<file path="src/rtl/instr_fetch_pkg.sv">
// Shared types and constants for the instruction fetch stage.
// The FETCH_PERF_EN build adds wait/flush performance counters.
package instr_fetch_pkg;

  localparam int unsigned FETCH_XLEN = 32;
  localparam logic [FETCH_XLEN-1:0] FETCH_RESET_PC = 32'h0;

  typedef enum logic [1:0] {
    FETCH_IDLE = 2'b00,
    FETCH_REQ  = 2'b01,
    FETCH_HOLD = 2'b10,
    FETCH_DROP = 2'b11
  } fetch_state_e;

  // Instruction word together with the PC it was fetched from
  typedef struct packed {
    logic [FETCH_XLEN-1:0] pc;
    logic [FETCH_XLEN-1:0] word;
  } fetch_inst_t;

endpackage

</file>
<file path="src/rtl/instr_fetch_sat_counter.sv">
// Saturating event counter, used only by the FETCH_PERF_EN build.
`ifdef FETCH_PERF_EN
module sat_counter #(
  parameter int unsigned WIDTH = 32
) (
  input  logic             i_clk,
  input  logic             i_clr,
  input  logic             i_inc,
  output logic [WIDTH-1:0] o_count
);

  logic [WIDTH-1:0] r_count;

  always_ff @(posedge i_clk or posedge i_clr) begin
    if (i_clr) begin
      r_count <= '0;
    end else if (i_inc && (r_count != '1)) begin
      r_count <= r_count + WIDTH'(1);
    end
  end

  assign o_count = r_count;

endmodule
`endif

</file>
<file path="src/rtl/instr_fetch.sv">
// Fetch stage: issues word reads over req/ack, holds the instruction for decode,
// and drops wrong-path fetches on flush. FETCH_PERF_EN adds perf counters.
module instr_fetch
  import instr_fetch_pkg::*;
#(
  parameter int unsigned           ADDR_W   = 10,
  parameter logic [FETCH_XLEN-1:0] RESET_PC = FETCH_RESET_PC
) (
  input  logic                  i_clk,
  input  logic                  i_clr,
  input  logic [FETCH_XLEN-1:0] i_pc_in,
  input  logic                  i_flush,
  output logic                  o_imem_req,
  output logic [ADDR_W-1:0]     o_imem_addr,
  input  logic                  i_imem_ack,
  input  logic [FETCH_XLEN-1:0] i_imem_rdata,
  output logic                  o_inst_valid,
  output logic [FETCH_XLEN-1:0] o_inst,
  output logic [FETCH_XLEN-1:0] o_inst_pc,
  input  logic                  i_dec_ready,
`ifdef FETCH_PERF_EN
  output logic [FETCH_XLEN-1:0] o_mem_wait_cycles,
  output logic [FETCH_XLEN-1:0] o_flush_count,
`endif
  output logic                  o_fetch_stall
);

  fetch_state_e          r_state,       w_state_nxt;
  logic [FETCH_XLEN-1:0] r_req_pc,      w_req_pc_nxt;
  logic [FETCH_XLEN-1:0] r_redirect_pc, w_redirect_pc_nxt;
  fetch_inst_t           r_inst,        w_inst_nxt;
  logic                  r_inst_valid,  w_inst_valid_nxt;
  logic                  r_imem_req,    w_imem_req_nxt;

  // State and datapath registers; clr also abandons any in-flight request
  always_ff @(posedge i_clk or posedge i_clr) begin
    if (i_clr) begin
      r_state       <= FETCH_IDLE;
      r_req_pc      <= RESET_PC;
      r_redirect_pc <= '0;
      r_inst        <= '0;
      r_inst_valid  <= 1'b0;
      r_imem_req    <= 1'b0;
    end else begin
      r_state       <= w_state_nxt;
      r_req_pc      <= w_req_pc_nxt;
      r_redirect_pc <= w_redirect_pc_nxt;
      r_inst        <= w_inst_nxt;
      r_inst_valid  <= w_inst_valid_nxt;
      r_imem_req    <= w_imem_req_nxt;
    end
  end

  // Next-state and datapath update
  always_comb begin
    w_state_nxt       = r_state;
    w_req_pc_nxt      = r_req_pc;
    w_redirect_pc_nxt = r_redirect_pc;
    w_inst_nxt        = r_inst;
    w_inst_valid_nxt  = r_inst_valid;

    unique case (r_state)
      FETCH_IDLE: begin
        w_state_nxt = FETCH_REQ;
      end
      FETCH_REQ: begin
        if (i_imem_ack && !i_flush) begin
          w_inst_nxt.word  = i_imem_rdata;
          w_inst_nxt.pc    = r_req_pc;
          w_inst_valid_nxt = 1'b1;
          w_state_nxt      = FETCH_HOLD;
        end else if (i_imem_ack && i_flush) begin
          w_req_pc_nxt = i_pc_in;
        end else if (i_flush) begin
          w_redirect_pc_nxt = i_pc_in;
          w_state_nxt       = FETCH_DROP;
        end
      end
      FETCH_HOLD: begin
        // flush and consume both retire the held word; flush takes priority for stall
        if (i_flush || i_dec_ready) begin
          w_inst_valid_nxt = 1'b0;
          w_req_pc_nxt     = i_pc_in;
          w_state_nxt      = FETCH_REQ;
        end
      end
      FETCH_DROP: begin
        // Address stays put until the abandoned read completes
        if (i_flush) begin
          w_redirect_pc_nxt = i_pc_in;
        end
        if (i_imem_ack) begin
          w_req_pc_nxt = i_flush ? i_pc_in : r_redirect_pc;
          w_state_nxt  = FETCH_REQ;
        end
      end
      default: begin
        w_state_nxt = FETCH_IDLE;
      end
    endcase

    w_imem_req_nxt = (w_state_nxt == FETCH_REQ) || (w_state_nxt == FETCH_DROP);
  end

  assign o_imem_req    = r_imem_req;
  assign o_imem_addr   = r_req_pc[ADDR_W-1:0];
  assign o_inst_valid  = r_inst_valid;
  assign o_inst        = r_inst.word;
  assign o_inst_pc     = r_inst.pc;
  assign o_fetch_stall = !((r_state == FETCH_HOLD) && i_dec_ready && !i_flush);

`ifdef FETCH_PERF_EN
  sat_counter #(.WIDTH(FETCH_XLEN)) u_wait_cnt (
    .i_clk   (i_clk),
    .i_clr   (i_clr),
    .i_inc   (r_imem_req && !i_imem_ack),
    .o_count (o_mem_wait_cycles)
  );

  sat_counter #(.WIDTH(FETCH_XLEN)) u_flush_cnt (
    .i_clk   (i_clk),
    .i_clr   (i_clr),
    .i_inc   (i_flush),
    .o_count (o_flush_count)
  );
`endif

endmodule

</file>
<file path="config.mk">
export PLATFORM = sky130hd
export DESIGN_NAME = instr_fetch
export DESIGN_NICKNAME = d
export VERILOG_FILES = /design/src/rtl/instr_fetch_pkg.sv /design/src/rtl/instr_fetch_sat_counter.sv /design/src/rtl/instr_fetch.sv
export SDC_FILE = /design/constraint.sdc
export NUM_CORES = 1
export LEC_CHECK = 0
export BUFFER_PORTS_ARGS = -buffer_cell sky130_fd_sc_hd__buf_4
export CAP_MARGIN = 30
export CORE_MARGIN = 2
export CORE_UTILIZATION = 53
export CTS_CLUSTER_DIAMETER = 120
export DETAILED_ROUTE_END_ITERATION = 7
export PLACE_DENSITY = 0.91
export SYNTH_ARGS = -nofsm -noshare
export SYNTH_HDL_FRONTEND = slang
export SYNTH_SLANG_ARGS = --single-unit
</file>
<file path="constraint.sdc">
create_clock -name i_clk -period 5.11 [get_ports i_clk]
set_input_delay 0.2555 -clock i_clk [delete_from_list [all_inputs] [get_ports i_clk]]
set_output_delay 0.2555 -clock i_clk [all_outputs]
set_load 0.01 [all_outputs]
</file>
==> results of run 1 <==
## final cells by class
cell class,count,area [um2],share of cell area (%)
sequential,131,3280,40.9
multi-input combinational,175,2180,27.1
timing repair buffer,214,1770,22.0
clock buffer,27,522,6.50
tap,136,170,2.12
clock inverter,3,90.1,1.12
inverter,4,17.5,0.218
## worst max-delay path, cell delays in order, from the launching register on
cell                       delay, ps
sky130_fd_sc_hd__dfrtp_1         560
sky130_fd_sc_hd__nand3b_4        150
sky130_fd_sc_hd__nor2_4          680
sky130_fd_sc_hd__buf_4           550
sky130_fd_sc_hd__mux2_2          400
## what timing repair did
action	4_1_cts	5_1_grt
endpoints found under the hold margin	135	1
hold buffers	64	1
resized for setup	0	0
## stage by stage
stage,instance area (um2),std cells
after floorplan,5680,336
after global placement,6760,595
after detailed placement,6760,595
after CTS,8010,689
after global routing,8020,690
final,8020,690
## registers in the layout (all words and copies together), names as in the netlist
name	flops
o_inst	32
o_inst_pc	32
r_redirect_pc	32
r_req_pc	32
o_imem_req	1
o_inst_valid	1
r_state	1
## logic make-up after synthesis
kind of cell	share of synthesized area, %
mux	35.7
compound gates	1.21
simple gates	1.43
flops	57.7
buf+inv	3.92
## report_power, final
part	switching, mW	internal (mW)
combinational	0.416	0.705
sequential	0.205	1.38
clock	0.406	0.830
## cell usage after synthesis (all sizes together)
library cell / n / area (um2)
a21o: 1 / 7.51
a22o: 1 / 8.76
a22oi: 1 / 21.3
buf: 26 / 208
dfrtp: 131 / 3280
inv: 4 / 15.0
mux2: 160 / 2030
nand2: 2 / 7.51
nand2b: 1 / 6.26
nand3b: 3 / 47.6
nor2: 1 / 11.3
o211a: 1 / 10.0
o211ai: 1 / 7.51
o21ai: 2 / 13.8
or3b: 1 / 8.76
## worst max path at each step
stage                         to  slack [ps]  cells after the start
finish                 o_inst[2]        2610                      4
detailed placement    o_inst[11]        2580                      4
global route          o_inst[27]        2450                      4
CTS                   o_inst[11]        2590                      4
floorplan             o_imem_req        1360                      1
global placement    o_inst_pc[3]        2740                      4
## metal layers
metal | global-route usage [%] | part of all wire, % | vias to the layer above
met5 | 0 | 0 | -
met4 | 9.52 | 1.9 | 0
met3 | 5.81 | 4.6 | 18
met2 | 41.0 | 55 | 108
met1 | 23.8 | 39 | 1789
li1 | - | - | 1603
==> impl_metrics.csv, run 1 <==
group,metric,value,unit
status,run_status,"complete, no violations",
worst_hold_path,hold_start,"i_flush",
logic_synthesis,synth-warning-count,0,
critical_path,start_kind,"flop",
drt,vias_per_cell,5.10,
floorplan,core-area,10400,um2
power_and_ir_drop,power_density,491,nW/um2
logic_synthesis,seq_area_frac_synth,57.7,%
sta,report.final.slew_viol_count,0,
floorplan,initial_utilization,54.8,%
clock_tree,cts.htree.levels,4,
power_and_ir_drop,peakVddDrop,0.267,mV
global_routing,vias_in_the_first_global_route,3875,
floorplan,rows,37,
clock_tree,tritoncts,"yes",
power_and_ir_drop,total_leakage_power,3.80,nW
floorplan,die_height,108,um
clock_tree,post_cts_buffers,0,
sta,maxSlewHeadroom,41.1,%
floorplan,fp.dieArea,11600,um2
drt,wl_per_cell,17.7,um
finish,finish.net_count,612,
place,place_ws,2580,ps
critical_path,reg2regPathDepth,4,
logic_synthesis,synth_cell_types,21,
sta,rsz0062_at_grt,"no",
drt,antenna_violating_nets_post_route,0,
critical_path,worstSetupPathType,"reg2reg",
worst_hold_path,hold-path-cell-count,2,
finish,nFillCells,594,
clock_tree,clk_pin_slew_worst_paths,60,ps
finish,antenna_cells,0,
critical_path,worstPathRequired,5490,ps
sta,clock-skew-final,7.02,ps
global_routing,gr-usage-all-layers,22.2,%
critical_path,r2r_slack,2610,ps
sta,hold_worst_slack,25.4,ps
worst_hold_path,holdPathEnd,"o_imem_req",
critical_path,worstReg2RegEnd,"o_inst[2]",
critical_path,crit_arrival,2880,ps
finish,mostFrequentLayoutCell,"sky130_fd_sc_hd__buf_4",
global_routing,grt.overflow.total,0,
clock_tree,cts-buffers-inserted,17,
finish,area_growth,41.3,%
logic_synthesis,post_synth_instance_area,5680,um2
floorplan,die_width,108,um
logic_synthesis,postSynthCellCount,336,
drt,route.final.wire_length,12200,um
drt,drc,0,
worst_hold_path,hold_class,"in2reg",
clock_tree,clkSinkCount,131,
drt,drt-pass1-iter-count,4,
clock_tree,clockRootBuffer,"sky130_fd_sc_hd__clkbuf_8",
drt,first_drt_iteration_drcs,119,
finish,layout-drive-gt1-share,61.0,%
drt,vias,3518,
floorplan,ioPinCount,146,
finish,fin_util,77.4,%
clock_tree,cts_max_path_buffers,2,
sta,finalSetupTns,0,ps
critical_path,timing.rr.start,"o_imem_req",
critical_path,worstPathMaxFanout,38,
sta,fin_crit,2500,ps
sta,finalHoldViolations,0,
logic_synthesis,synth_nets,405,
place,port_buffers,145,
sta,worstMarginPinSlew,883,ps
power_and_ir_drop,totalPowerFinal,3.94,mW
sta,final.setup.worst_slack,2610,ps
place,rd_place_congestion,0.667,
sta,ratio_of_final_minimum_period_to_clock_period,48.9,%
sta,fmax,400,MHz
clock_tree,worst_skew_pair.late_latency,510,ps
global_routing,grt_max_degree,74,
place,detailedPlacementHpwl,7390,um
flow_run,cap_violations,0,
critical_path,worstSetupEndpointType,"flop",
global_routing,grt_first_pass_wirelength,19500,um
logic_synthesis,synthesis.area_per_instance,16.9,um2
sta,final-setup-viol-count,0,
global_routing,number_of_antenna_violations_at_the_first_check_in_global_routing,0,
logic_synthesis,ys_ff_latch,131,
critical_path,cp-startpoint,"o_imem_req",
finish,most-common-layout-cells,"sky130_fd_sc_hd__buf_4, sky130_fd_sc_hd__dfrtp_1, sky130_fd_sc_hd__mux2_2",
(Power assumes the default switching activity.)
==> inputs of run 2 (changes only) <==
CORE_UTILIZATION = 48   (was 53)
PLACE_DENSITY = 0.87   (was 0.91)
clock period = 2.2 ns   (was 5.11 ns; I/O delays follow)
==> impl_metrics.csv, run 2 (synthesized netlist as in run 1, its figures left out) <==
group,metric,value,unit
finish,fin_util,71.2,%
worst_hold_path,holdPathEnd,"r_state[1]",
power_and_ir_drop,total_leakage_power,3.85,nW
finish,area_growth,43.7,%
drt,antenna_violating_nets_post_route,0,
clock_tree,clockRootBuffer,"sky130_fd_sc_hd__clkbuf_16",
critical_path,worstSetupEndpointType,"flop",
critical_path,worstSetupPathType,"reg2reg",
drt,drt-pass1-iter-count,4,
power_and_ir_drop,totalPowerFinal,9.33,mW
worst_hold_path,hold-path-cell-count,4,
flow_run,cap_violations,0,
floorplan,rows,39,
finish,mostFrequentLayoutCell,"sky130_fd_sc_hd__buf_4",
global_routing,gr-usage-all-layers,18.7,%
drt,drc,0,
sta,final.setup.worst_slack,372,ps
clock_tree,worst_skew_pair.late_latency,410,ps
sta,clock-skew-final,8.01,ps
floorplan,ioPinCount,146,
drt,first_drt_iteration_drcs,157,
finish,most-common-layout-cells,"sky130_fd_sc_hd__buf_4, sky130_fd_sc_hd__dfrtp_1, sky130_fd_sc_hd__mux2_2",
global_routing,grt_first_pass_wirelength,18500,um
drt,vias,3474,
sta,finalHoldViolations,0,
critical_path,crit_arrival,2110,ps
drt,route.final.wire_length,11600,um
status,run_status,"complete, no violations",
finish,antenna_cells,0,
clock_tree,post_cts_resized,0,
critical_path,reg2regPathDepth,4,
place,rd_place_congestion,0.729,
power_and_ir_drop,power_density,1140,nW/um2
worst_hold_path,hold_start,"i_imem_ack",
sta,hold_worst_slack,58.7,ps
clock_tree,cts-buffers-inserted,17,
sta,final-setup-viol-count,0,
critical_path,timing.rr.start,"o_imem_req",
sta,worstMarginPinSlew,672,ps
floorplan,die_height,113,um
floorplan,fp.dieArea,12700,um2
clock_tree,clkSinkCount,131,
drt,vias_per_cell,4.94,
place,detailedPlacementHpwl,6930,um
critical_path,worstPathMaxFanout,15,
power_and_ir_drop,peakVddDrop,0.860,mV
sta,fin_crit,1830,ps
sta,ratio_of_final_minimum_period_to_clock_period,83.1,%
sta,report.final.slew_viol_count,0,
place,place_ws,383,ps
global_routing,grt.overflow.total,0,
worst_hold_path,hold_class,"in2reg",
global_routing,number_of_antenna_violations_at_the_first_check_in_global_routing,0,
critical_path,worstPathRequired,2490,ps
drt,wl_per_cell,16.5,um
sta,finalSetupTns,0,ps
floorplan,die_width,113,um
critical_path,cp-startpoint,"o_imem_req",
floorplan,initial_utilization,49.5,%
sta,fmax,547,MHz
clock_tree,tritoncts,"yes",
sta,maxSlewHeadroom,55.2,%
clock_tree,cts_max_path_buffers,2,
critical_path,start_kind,"flop",
critical_path,worstReg2RegEnd,"r_req_pc[5]",
global_routing,grt_max_degree,132,
global_routing,vias_in_the_first_global_route,3740,
finish,nFillCells,695,
finish,finish.net_count,616,
clock_tree,clk_pin_slew_worst_paths,50,ps
critical_path,r2r_slack,370,ps
clock_tree,cts.htree.levels,4,
finish,layout-drive-gt1-share,61.6,%
sta,rsz0062_at_grt,"no",
place,port_buffers,145,
floorplan,core-area,11500,um2
==> run 2: cell types whose count changed in the layout (fill, tap and decap cells not counted), sizes merged <==
cell / delta
buf: +3
bufinv: +1
clkbuf: -3
clkinv: +2
clkinvlp: +3
dlygate4sd3: +1
inv: -1
==> run 2: layer usage <==
layer / vias to the layer above / share of wire, % / GRT usage (%)
met5: - / 0 / 0
met4: 0 / 1.9 / 8.05
met3: 18 / 5.0 / 5.14
met2: 110 / 51 / 31.9
met1: 1733 / 42 / 22.2
li1: 1613 / - / -
==> run 2: how the worst max path moves through the flow <==
stage                        end  depth (start not counted)
global route        r_req_pc[12]                          4
floorplan             o_imem_req                          1
global placement    r_req_pc[16]                          4
finish               r_req_pc[5]                          4
CTS                 r_req_pc[12]                          4
detailed placement  r_req_pc[10]                          4
==> run 2: area by class of cell <==
class                           count  area [um2]  area share (%)
Clock buffer                       24         512            6.27
Clock inverter                      8         145            1.78
Inverter                            4        18.8           0.230
Multi-Input combinational cell    175        2180            26.7
Sequential cell                   131        3280            40.2
Tap cell                          143         179            2.19
Timing Repair Buffer              218        1850            22.7
==> run 2: repair_timing <==
action | in CTS | in global routing
hold endpoints to repair | 196 | 0
hold buffers | 66 | 0
buffers inserted | 0 | 0
==> run 2: worst max-delay path, stage by stage, from the launching register on <==
cell	delay (ps)
sky130_fd_sc_hd__dfrtp_1	560
sky130_fd_sc_hd__nand3b_4	320
sky130_fd_sc_hd__buf_12	270
sky130_fd_sc_hd__mux2_4	300
sky130_fd_sc_hd__mux2_4	250
==> run 2: per-stage QoR <==
stage | instance area (um2) | cells
global route | 8160 | 703
global placement | 6840 | 605
detailed placement | 6840 | 605
finish | 8160 | 703
CTS | 8160 | 703
floorplan | 5680 | 336
==> run 2: power breakdown <==
part | internal [mW] | switching (mW)
Clock | 2.07 | 0.980
Sequential | 3.20 | 0.472
Combinational | 1.66 | 0.949
